--- config.mk ---
export PLATFORM = sky130hd
export DESIGN_NAME = set_bit_serializer
export DESIGN_NICKNAME = d
export VERILOG_FILES = /design/src/rtl/set_bit_serializer.sv
export SDC_FILE = /design/constraint.sdc
export NUM_CORES = 1
export LEC_CHECK = 0
export CAP_MARGIN = 30
export CORE_MARGIN = 5
export CORE_UTILIZATION = 65
export DETAILED_ROUTE_END_ITERATION = 7
export DONT_BUFFER_PORTS = 1
export HOLD_SLACK_MARGIN = 0.15
export PLACE_DENSITY = 0.81
export SYNTH_ARGS = -nofsm -noshare
export SYNTH_HDL_FRONTEND = slang
export SYNTH_SLANG_ARGS = --single-unit
--- constraint.sdc ---
create_clock -name clk -period 6.53 [get_ports clk]
set_clock_uncertainty 0.1 [all_clocks]
set_input_delay 0.9795 -clock clk [delete_from_list [all_inputs] [get_ports clk]]
set_output_delay 0.9795 -clock clk [all_outputs]
set_load 0.05 [all_outputs]
--- src/rtl/set_bit_serializer.sv ---
// Serializes a request vector into one beat per set bit, LSB first.
// Each beat carries the one-hot, binary index and ordinal of the bit it reports.
module set_bit_serializer #(
    parameter int WIDTH = 12,
    parameter int IDX_W = $clog2(WIDTH),
    parameter int ORD_W = $clog2(WIDTH + 1)
) (
    input  logic             clk,
    input  logic             reset,
    input  logic             in_valid_i,
    output logic             in_ready_o,
    input  logic [WIDTH-1:0] in_vec_i,
    output logic             out_valid_o,
    input  logic             out_ready_i,
    output logic [WIDTH-1:0] out_onehot_o,
    output logic [IDX_W-1:0] out_idx_o,
    output logic [ORD_W-1:0] out_ord_o,
    output logic             out_last_o
);

    typedef enum logic {
        IDLE  = 1'b0,
        SERVE = 1'b1
    } state_t;

    state_t           state;
    logic [WIDTH-1:0] pend;
    logic [ORD_W-1:0] ord;

    logic [WIDTH-1:0] lowest;
    logic [IDX_W-1:0] lowest_idx;
    logic             lowest_last;
    logic             serving;

    // Reset gates the handshake flags so nothing is offered or taken while it is held.
    assign serving     = (state == SERVE) && !reset;
    assign in_ready_o  = (state == IDLE) && !reset;
    assign out_valid_o = serving;

    assign lowest      = pend & (~pend + WIDTH'(1));
    assign lowest_last = (pend & ~lowest) == '0;

    always_comb begin
        lowest_idx = '0;
        for (int unsigned i = 0; i < WIDTH; i++) begin
            if (lowest[i]) begin
                lowest_idx = lowest_idx | IDX_W'(i);
            end
        end
    end

    assign out_onehot_o = serving ? lowest      : '0;
    assign out_idx_o    = serving ? lowest_idx  : '0;
    assign out_ord_o    = serving ? ord         : '0;
    assign out_last_o   = serving ? lowest_last : 1'b0;

    always_ff @(posedge clk) begin
        if (reset) begin
            state <= IDLE;
            pend  <= '0;
            ord   <= '0;
        end else begin
            case (state)
                IDLE: begin
                    if (in_valid_i && in_vec_i != '0) begin
                        pend  <= in_vec_i;
                        ord   <= '0;
                        state <= SERVE;
                    end
                end
                SERVE: begin
                    if (out_ready_i) begin
                        pend <= pend & ~lowest;
                        if (lowest_last) begin
                            ord   <= '0;
                            state <= IDLE;
                        end else begin
                            ord <= ord + ORD_W'(1);
                        end
                    end
                end
                default: begin
                    state <= IDLE;
                end
            endcase
        end
    end

endmodule

# Word-level counts from Yosys, hierarchy flattened
# Index checks and enable logic that the tools add are counted.
[totals]
ff_bits = 17
inputBits = 16
output_inout_bits = 23
elab_cells = 45
[op_classes]
n_addsub = 2
eq_ne = 2
n_mux = 26
n_reduce_logical = 7
bitwise = 5
[op_table]
columns = ["op", "n"]
rows = [
  ["$mux 12", 3],
  ["$mux 4", 9],
  ["$and 12x12->12", 2],
  ["$not 12->12", 2],
  ["$pmux 12 s2", 1],
  ["$add 12x1->12 const B", 1],
  ["$logic_not 12->1", 1],
  ["$mux 3", 4],
  ["$reduce_bool 12->1", 1],
  ["$pmux 4 s2", 1],
  ["$mux 1", 5],
  ["$add 4x1->4 const B", 1],
  ["$mux 2", 2],
  ["$logic_and 1x1->1", 3],
  ["$ne 2x1->1 const B", 1],
  ["$ne 2x2->1 const B", 1],
  ["$pmux 1 s2", 1],
  ["$reduce_and 2->1", 1],
  ["$logic_not 1->1", 1],
  ["$not 1->1", 1],
]

# Longest topological paths before layout
# Gate-level depths: netlist of run 1.
[logic_depth]
word_depth = 15
depth_mapped = 7
ltp_nobuf = 5

# Worst setup path before layout of run 1
# No wires, ideal clock.
[synth_timing]
path_kind = "input to output"
startpoint = "input reset"
endpoint = "output out_onehot_o[8]"
stages = 5
arrival_ps = 3242
n_path_buf = 1
slack_ps = 2208
required_ps = 5450
cell_sequence = "nand2b_1 > inv_1 > clkbuf_1 > nand2_1 > nor3b_1"
[synth_via]
elab_chain_cells = 3
[synth_lines]
columns = ["element", "line", "rtl"]
rows = [
  ["start, declared", "9", "input logic reset,"],
  ["$logic_not 1->1", "36", "assign serving = (state == SERVE) && !reset;"],
  ["$logic_and 1x1->1", "36", ""],
  ["net out_valid_o", "13", "output logic out_valid_o,"],
  ["$mux 12", "52", "assign out_onehot_o = serving ? lowest : '0;"],
  ["end, declared", "15", "output logic [WIDTH-1:0] out_onehot_o,"],
]
# The timed path passes the listed nets, and every way through them passes these cells.

# Worst setup path after layout of run 1
[layout_timing]
startpoint = "input reset"
endpoint = "output out_onehot_o[5]"
# The elaborated chain is that of the path after synthesis.

==> results of run 1 <==
## registers in the layout, summed over array words and instances (netlist names)
name,cells
ord,4
pend,12
state,1
## worst reg2reg max path: stages (launching register included)
cell and delay [ns]:
dfxtp_1 0.40, or4_1 0.67, nor3_1 0.45, nor3_1 0.27
nor4b_1 0.40, nor3_1 0.08
## metal layers
layer	global-route usage	routed length, um	share of wire	vias to the layer above
met1	0.325	1340	0.42	584
met4	0.0979	34	0.011	0
li1	-	-	-	616
met3	0.0704	321	0.10	4
met2	0.395	1510	0.47	67
met5	0	0	0	-
## power by group
part	internal, mW	switching (mW)
clock	0.0238	0.0325
sequential	0.110	0.0124
combinational	0.0271	0.0525
total	0.160	0.0973
## cells by family after synthesis
kind of cell | Yosys count
flops | 17
simple gates | 80
buf+inv | 15
mux | 2
fa+ha+maj | 2
compound gates | 51
## cell type report
type                       instances  area (um2)  area share
tap                               25        31.3      0.0242
clock buffer                       4        26.3      0.0203
sequential                        17         340       0.263
inverter                           5        18.8      0.0145
multi-input combinational        135         833       0.643
timing repair buffer               6        45.0      0.0348
## how the worst max path moves through the flow
stage                     slack [ns]  startpoint  cells after the start              end
after global routing            2.36       state                      4  out_onehot_o[8]
after floorplan                 2.21       reset                      5  out_onehot_o[8]
after CTS                       2.51       reset                      4     out_idx_o[2]
final                           2.61       reset                      4  out_onehot_o[5]
after detailed placement        2.51       reset                      4     out_idx_o[2]
after global placement          2.58       reset                      4     out_idx_o[2]
## stage by stage
step           hold slack [ns]  worst slack, ns  instance area (um2)
6_report                 0.387             2.61                 1290
4_1_cts                  0.392             2.51                 1290
3_3_place_gp             0.376             2.58                 1240
3_5_place_dp             0.379             2.51                 1260
5_1_grt                  0.435             2.36                 1290
2_1_floorplan            0.358             2.21                 1210
## cell usage in the layout, fill, tap and decap left out, types with 2 or more instances in the layout
master	synthesis	final
nand2b_1	2	2
nand3b_1	3	3
nor3b_2	0	3
dfxtp_1	17	17
clkbuf_4	0	3
and2_0	2	2
nor4_1	6	5
nand3_1	2	2
nand2_1	16	16
o21ai_0	3	3
or3_1	2	2
nor3_1	7	6
a2111oi_0	2	2
buf_4	0	6
and2_1	7	7
a21oi_1	19	19
o21ai_1	9	9
o311ai_1	5	5
nor2_1	17	17
nor2b_1	3	3
inv_1	5	5
and3_1	2	2
==> out/summary.txt, run 1 <==
Core area: 1750 um2
Synthesized flop and latch total: 17
Root Buffer: clkbuf_4
Synth Area in XOR/XNOR: 0
CP endpoint kind: output port
Routed WL per cell: 16.7 um
RSZ-0062 raised after global routing: no
Final Util: 0.742
Setup_tns: 0 ns
Asr flop ratio synth: 0
Required @ worst endpoint: 5.45 ns
Hold Startpoint: ord[1]
Post-layout min period: 3.92 ns
Via count: 1271
Worst skew pair latency: 0.29 ns
Yosys top cell area share: 0.282
Clk pin slew, worst setup/hold paths: 0.09 ns
Synth Net Count: 184
Hold Path Class: flop to flop
# nets final: 185
Area growth, synth to finish: 7.25%
Worst path top cell family by delay: simple AND/OR/NAND/NOR gates
Final period util: 0.600
Synth Warn #: 0
Hold Path End: ord[1]
Cell Area, Synth: 1210 um2
Main combinational cell family by area after synthesis: simple AND/OR/NAND/NOR gates
Die area: 2820 um2
Starting Density: 0.692
Initial drt markers: 51
Hold_buf cts: 0
Maxcap violations: 0
Post-synthesis sequential area ratio: 0.282
Ant diodes: 0
Placed insts: 187
Capture point of the worst reg-to-reg path: state
Routability cong.: 0.892
Mux contribution to synthesized area: 0.0176
Layout cells sized above 1: 0.114
WP data arrival: 2.84 ns
Post-CTS resize count: 0
Pin count of the biggest net entering global routing: 24
Die Height: 53.1 um
First-pass iteration count of the detailed router: 4
Reg2reg setup slack: 4.03 ns
Drt drc: 0
Setup-failing EPs final: 0
Slew HR: 0.327
CTS Buffer Depth: 2
Synth Area in Simple Gates: 0.362
Post-synth cell types: 46
Global-route wire length before repair: 5.26 mm
Worst vdd ir: 0.147 mV
Post-Synthesis Cells: 167
Hold Vio Cnt, Final: 0
Hold path cells: 2
Reg-to-Reg Start: pend[3]
Synth Area in Adders: 0.0187
Power Density: 199 nW/um2
Worst Tran Pin Value: 1.00 ns
Cells along the critical path: nand2b_1 -> inv_1 -> nand2_1 -> nor3b_2
Status: complete, no violations
Non-filler cells, final: 192
Gr ovfl total: 0
Most numerous cell in the Yosys netlist: a21oi_1
Worst R2R Path Depth: 5
CTS tree: yes
Clock H-tree levels: 1
Cts bufs inserted: 3
WL final: 3.21 mm
Slew Limit Fails: 0
Vias in the first global route: 1158
Setup CP Type: input pin to output port
PnR Total Power: 0.258 mW
Max stage delay on crit path: 0.76 ns
Routed Antenna Nets: 0
Top cells by area, synth: dfxtp_1 28%, a21oi_1 7.9%, nor2_1 5.3%
Site row count: 15
Initial antenna violation count: 0
Total GRT Usage: 0.252
F_max: 255 MHz
DP Wirelength: 2.41 mm
Post-synthesis compound-gate area fraction: 0.270
Crit Path Max Fanout: 23
Port Buf Inserts: 0
Post-synth EDFFs: 0
Critical path's slowest cell: nor3b_2
Worst Setup Start Kind: input pin
Ys flop type: dfxtp_1
Syn_area_per_cell: 7.23 um2
Largest area contributor in the netlist: dfxtp_1
Fillcell total: 161
# IOs: 39
# Post-CTS Setup Buffers: 0
Commonest cells in the netlist: 19 x a21oi_1, 17 x dfxtp_1, 17 x nor2_1
CTS Sinks: 17
CP Buf/Inv Count: 1
Vias per std cell: 6.62
Die width: 53.1 um
Leakage: 0.452 nW
No activity file was read; power rests on OpenSTA's default activity.
==> inputs of run 2 (changes only) <==
--- a/config.mk
+++ b/config.mk
@@ -7,11 +7,11 @@
 export LEC_CHECK = 0
 export CAP_MARGIN = 30
 export CORE_MARGIN = 5
-export CORE_UTILIZATION = 65
+export CORE_UTILIZATION = 62
 export DETAILED_ROUTE_END_ITERATION = 7
 export DONT_BUFFER_PORTS = 1
 export HOLD_SLACK_MARGIN = 0.15
-export PLACE_DENSITY = 0.81
+export PLACE_DENSITY = 0.78
 export SYNTH_ARGS = -nofsm -noshare
 export SYNTH_HDL_FRONTEND = slang
 export SYNTH_SLANG_ARGS = --single-unit
==> constraint.sdc (replaced) <==
create_clock -name clk -period 4.02 [get_ports clk]
set_clock_uncertainty 0.1 [all_clocks]
set_input_delay 0.603 -clock clk [delete_from_list [all_inputs] [get_ports clk]]
set_output_delay 0.603 -clock clk [all_outputs]
set_load 0.05 [all_outputs]
==> run 2 against run 1 <==
Routed wire length is 0.59% higher; global-route usage is 1.5 points lower; core utilization is 3.5 points lower; worst hold slack worse by 0.13 ns; via count is 3.0% higher; critical path depth is 1 higher.
==> out/summary.txt, run 2 (synthesized netlist as in run 1, its figures left out) <==
# nets final: 192 (+3.8%)
Routability cong.: 0.947 (+6.2%)
CP endpoint kind: output port
CP Buf/Inv Count: 1 (unchanged)
Worst Tran Pin Value: 0.979 ns (-0.0249 ns)
F_max: 303 MHz
Hold_buf cts: 0 (unchanged)
Fillcell total: 164 (+1.9%)
# IOs: 39 (unchanged)
WL final: 3.23 mm (+0.59%)
Leakage: 0.489 nW (+8.3%)
Final Util: 0.707 (-0.0347)
CTS tree: yes
Slew HR: 0.343 (+0.0167)
Regs by FF count: pend x12, ord x4, state x1
Setup-failing EPs final: 0 (unchanged)
Gr ovfl total: 0 (unchanged)
Area growth, synth to finish: 11.4%
# Post-CTS Setup Buffers: 0 (unchanged)
Reg2reg setup slack: 1.54 ns (-2.49 ns)
Largest register FFs: 12 (unchanged)
Reg-to-Reg Start: pend[3]
P_sw: 0.161 mW (+66%)
RSZ-0062 raised after global routing: no
Port Buf Inserts: 0 (unchanged)
Biggest register: pend
Global-route wire length before repair: 5.15 mm (-2.2%)
Clk pin slew, worst setup/hold paths: 0.10 ns (about the same)
Die width: 54.1 um (+1.9%)
Maxcap violations: 0 (unchanged)
Routed Antenna Nets: 0 (unchanged)
Vias in the first global route: 1136 (-1.9%)
Internal: 0.262 mW (+63%)
Worst Setup Start Kind: flop
PnR Total Power: 0.423 mW (+64%)
Worst path top cell family by delay: simple AND/OR/NAND/NOR gates
Cts bufs inserted: 3 (unchanged)
First-pass iteration count of the detailed router: 4 (unchanged)
CTS Sinks: 17 (unchanged)
CTS Buffer Depth: 2 (unchanged)
Most frequent cells in the layout: 19 x a21oi_1, 17 x nor2_1, 17 x dfxtp_1, 16 x nand2_1, 13 x buf_4
Starting Density: 0.635 (-0.0569)
Flop pwr share: 0.469 (-0.004)
Root Buffer: clkbuf_4
Finished Cell Area: 1350 um2 (+3.9%)
Setup_tns: 0 ns (unchanged)
Die area: 2930 um2 (+3.9%)
Sw Share: 0.381 (+0.00340)
Placed instance area: 1320 um2 (+4.6%)
Critical path's slowest cell: or4_1
Clock H-tree levels: 1 (unchanged)
Hold Slack: 0.262 ns (-0.125 ns)
Routed WL per cell: 16.1 um (-3.9%)
Worst skew pair latency: 0.30 ns (about the same)
Via count: 1309 (+3.0%)
Initial antenna violation count: 0 (unchanged)
Clock Power Share: 0.222 (+0.004)
Pin count of the biggest net entering global routing: 24 (unchanged)
Total GRT Usage: 0.238 (-0.0145)
Post-layout min period: 3.30 ns
Power Density: 314 nW/um2 (+58%)
Crit path depth: 5 (+1)
Vias per std cell: 6.51 (-1.6%)
Site row count: 16 (+1)
Slew Limit Fails: 0 (unchanged)
Worst vdd ir: 0.206 mV (+40%)
Status: complete, no violations
Crit Path Max Fanout: 8 (-65%)
Crit path top cell by count: nor3_1
Cells along the critical path: or4_1 -> nor3_1 -> nor3_1 -> nor4_2 -> buf_4
Max stage delay on crit path: 0.66 ns (-0.10 ns)
Die Height: 54.1 um (+1.9%)
Setup CP Type: flop to output port
WP data arrival: 2.60 ns (-0.24 ns)
Gate power share: 0.309 (about the same)
Commonest non-fill, non-tap cell in the layout: a21oi_1
Critical path origin: pend[3]
Worst R2R Path Depth: 5 (unchanged)
DP Wirelength: 2.40 mm (-0.67%)
Ant diodes: 0 (unchanged)
Core area: 1900 um2 (+9.0%)
Capture point of the worst reg-to-reg path: state
Required @ worst endpoint: 3.32 ns (-2.13 ns)
Final period util: 0.821
Layout cells sized above 1: 0.144 (+0.0299)
Hold Path Class: input pin to flop
Hold Vio Cnt, Final: 0 (unchanged)
Post-CTS resize count: 0 (unchanged)
Initial drt markers: 52 (+2.0%)
Drt drc: 0 (unchanged)
Critical path capture point: out_last_o
run 2: per-stage QoR:
step,std cells,setup WS [ns]
2_1_floorplan,167,0.263
3_3_place_gp,196,1.10
3_5_place_dp,197,1.09
4_1_cts,201,0.747
5_1_grt,201,0.504
6_report,201,0.719
run 2: worst min-delay path by stage:
stage / startpoint / end / cells after the start / slack [ns]
5_1_grt: reset / pend[3] / 1 / 0.26
4_1_cts: reset / pend[7] / 1 / 0.25
2_1_floorplan: ord[1] / ord[1] / 2 / 0.36
3_5_place_dp: ord[1] / ord[1] / 2 / 0.38
6_report: reset / ord[0] / 1 / 0.26
3_3_place_gp: ord[1] / ord[1] / 2 / 0.37
run 2: routing by layer:
metal / routed length, um / global-route usage / vias up
met3: 415 / 0.0665 / 2
met1: 1410 / 0.335 / 604
met5: 0 / 0 / -
met4: 22 / 0.0664 / 0
met2: 1380 / 0.351 / 75
li1: - / - / 628
run 2: worst reg2reg max path: stages (launching register included):
cell and delay, ns:
dfxtp_1 0.39, or4_1 0.66, nor2_1 0.43, a211oi_1 0.33
nor4b_1 0.40, nor3_1 0.07
run 2: power by group through the flow:
stage / clock (mW) / sequential [mW] / combinational, mW
floorplan: 0 / 0.192 / 0.112
global route: 0.0985 / 0.201 / 0.140
detailed placement: 0 / 0.201 / 0.129
finish: 0.0937 / 0.198 / 0.131
global placement: 0 / 0.200 / 0.124
CTS: 0.0959 / 0.197 / 0.129
run 2: layout make-up:
type	count	area, um2	share of cell area
Inverter	5	18.8	0.0140
Multi-Input combinational cell	135	828	0.616
Tap cell	27	33.8	0.0251
Clock buffer	4	26.3	0.0195
Sequential cell	17	340	0.253
Timing Repair Buffer	13	97.6	0.0726
==> inputs of run 3 (changes only) <==
--- a/config.mk
+++ b/config.mk
@@ -7,11 +7,11 @@
 export LEC_CHECK = 0
 export CAP_MARGIN = 30
 export CORE_MARGIN = 5
-export CORE_UTILIZATION = 62
+export CORE_UTILIZATION = 56
 export DETAILED_ROUTE_END_ITERATION = 7
 export DONT_BUFFER_PORTS = 1
 export HOLD_SLACK_MARGIN = 0.15
-export PLACE_DENSITY = 0.78
+export PLACE_DENSITY = 0.74
 export SYNTH_ARGS = -nofsm -noshare
 export SYNTH_HDL_FRONTEND = slang
 export SYNTH_SLANG_ARGS = --single-unit
==> constraint.sdc (replaced) <==
create_clock -name clk -period 2.7 [get_ports clk]
set_clock_uncertainty 0.1 [all_clocks]
set_input_delay 0.405 -clock clk [delete_from_list [all_inputs] [get_ports clk]]
set_output_delay 0.405 -clock clk [all_outputs]
set_load 0.05 [all_outputs]
==> run 3 against run 2 <==
The flow now finishes with violations (negative setup slack); worst setup slack got worse by 0.75 ns; cell count rose by 15%; combinational power rose by 120%; final area increased by 27%; via count rose by 11%; die area up 8.7%; global-route usage increased by 1.1 points; flip-flop and latch count did not move; clock-buffer cell count stayed put; clock power increased by 55%; routed wire length grew 23%; core utilization grew 15 points; critical endpoint unchanged.
==> out/summary.txt, run 3 (synthesized netlist as in run 1, its figures left out) <==
# Post-CTS Setup Buffers: 0 (unchanged)
Final Util: 0.853 (+0.146)
Biggest register: pend
Root Buffer: clkbuf_4
Worst path top cell family by delay: simple AND/OR/NAND/NOR gates
Worst vdd ir: 0.425 mV (+110%)
Pre-CTS setup slack: 0.116 ns (-0.975 ns)
Gr ovfl total: 0 (unchanged)
Routed Antenna Nets: 0 (unchanged)
Setup CP Type: flop to output port
Layout cells sized above 1: 0.294 (+0.150)
Initial drt markers: 54 (+3.8%)
Crit path depth: 5 (unchanged)
Worst Tran Pin Value: 0.576 ns (-0.403 ns)
Status: complete, but fails checks
Area growth, synth to finish: 41.5%
Vias in the first global route: 1396 (+23%)
Capture point of the worst reg-to-reg path: pend[3]
Core area: 2000 um2 (+5.3%)
Most frequent cells in the layout: 33 x buf_4, 19 x a21oi_1, 16 x nor2_1, 16 x nand2_1, 13 x dfxtp_1
Max stage delay on crit path: 0.60 ns (-0.06 ns)
CTS tree: yes
Slew HR: 0.615 (+0.271)
Maxcap violations: 0 (unchanged)
Multi-input gate area: 923 um2 (+11%)
Critical path capture point: out_last_o
Cts bufs inserted: 3 (unchanged)
Hold Startpoint: in_vec_i[2]
Placed insts: 218 (+11%)
Routability cong.: 0.955 (+0.87%)
Clk pin slew, worst setup/hold paths: 0.10 ns (about the same)
Site row count: 16 (unchanged)
# nets final: 222 (+16%)
Hold Path Class: input pin to flop
First-pass iteration count of the detailed router: 4 (unchanged)
Setup_tns: -0.0277 ns (-0.0277 ns)
Setup slack after layout: -0.0277 ns (-0.747 ns)
Post-layout min period: 2.73 ns
Reg2reg setup slack: 0.30 ns (-1.24 ns)
Regs by FF count: pend x12, ord x4, state x1
Port Buf Inserts: 0 (unchanged)
Worst skew pair latency: 0.30 ns (about the same)
F_max: 367 MHz
Power Density: 425 nW/um2 (+35%)
RSZ-0062 raised after global routing: yes
Setup-failing EPs final: 1 (+1)
DP Wirelength: 2.60 mm (+8.5%)
Pin count of the biggest net entering global routing: 17 (-29%)
Via count: 1456 (+11%)
FF/Latch Area: 348 um2 (+2.2%)
Hold Vio Cnt, Final: 0 (unchanged)
Global-route wire length before repair: 6.51 mm (+26%)
Die Height: 56.4 um (+4.3%)
CP Buf/Inv Count: 1 (unchanged)
Largest register FFs: 12 (unchanged)
Non-filler cells, final: 231 (+15%)
Commonest non-fill, non-tap cell in the layout: buf_4
CTS Buffer Depth: 2 (unchanged)
Final period util: 1.01
Crit Path Max Fanout: 8 (unchanged)
Routed WL per cell: 17.1 um (+6.6%)
Total GRT Usage: 0.249 (+0.0114)
Cells along the critical path: or4_4 -> a2111oi_4 -> nor3_2 -> nor4_4 -> buf_12
Reg-to-Reg Start: state
Die area: 3180 um2 (+8.7%)
Critical path origin: pend[3]
# IOs: 39 (unchanged)
Drt drc: 0 (unchanged)
Leakage: 0.662 nW (+35%)
Hold Slack: 0.150 ns (-0.112 ns)
Clock H-tree levels: 1 (unchanged)
Critical path's slowest cell: or4_4
Starting Density: 0.603 (-0.0317)
WP data arrival: 2.22 ns (-0.38 ns)
Slew Limit Fails: 0 (unchanged)
Die width: 56.4 um (+4.3%)
Required @ worst endpoint: 2.19 ns (-1.13 ns)
WL final: 3.96 mm (+23%)
Failing checks: negative setup slack
Fillcell total: 118 (-28%)
Worst R2R Path Depth: 7 (+2)
Vias per std cell: 6.30 (-3.2%)
Ant diodes: 0 (unchanged)
Initial antenna violation count: 0 (unchanged)
CP endpoint kind: output port
CTS Sinks: 17 (unchanged)
Worst Setup Start Kind: flop
## run 3: cell type report
cell class,count,share of cell area
well taps,27,0.0198
repair buffers,43,0.210
inverters,5,0.0110
flip-flops and latches,17,0.204
clock buffers,4,0.0154
multi-input cells,135,0.541
## run 3: power by group
group	switching, mW	internal, mW
logic	0.173	0.120
clock network	0.0876	0.0578
registers	0.0214	0.265
## run 3: routing by layer
metal	track usage	vias up	part of all wire
met5	0	-	0
met4	0.0576	0	0.0083
met3	0.0482	4	0.11
met2	0.411	90	0.47
met1	0.332	671	0.41
li1	-	691	-
## run 3: worst min-delay path by stage
stage                     slack [ns]  cells after the start       to
after floorplan                 0.36                      2   ord[1]
after global placement          0.37                      2   ord[1]
after detailed placement        0.38                      1   ord[1]
after CTS                       0.17                      2  pend[2]
after global routing            0.14                      2  pend[2]
final                           0.15                      2  pend[2]
## run 3: per-stage QoR
| stage | instance area, um2 | total power, mW |
|---|---|---|
| 6_report | 1710 | 0.726 |
| 5_1_grt | 1710 | 0.759 |
| 4_1_cts | 1700 | 0.705 |
| 3_5_place_dp | 1500 | 0.526 |
| 3_3_place_gp | 1500 | 0.519 |
| 2_1_floorplan | 1230 | 0.459 |
## run 3: repair_timing
action,CTS,global route
hold buffers,9,0
endpoints found under the setup margin,5,3
gates resized for setup,17,2
pin swaps,6,0
endpoints found under the hold margin,16,0
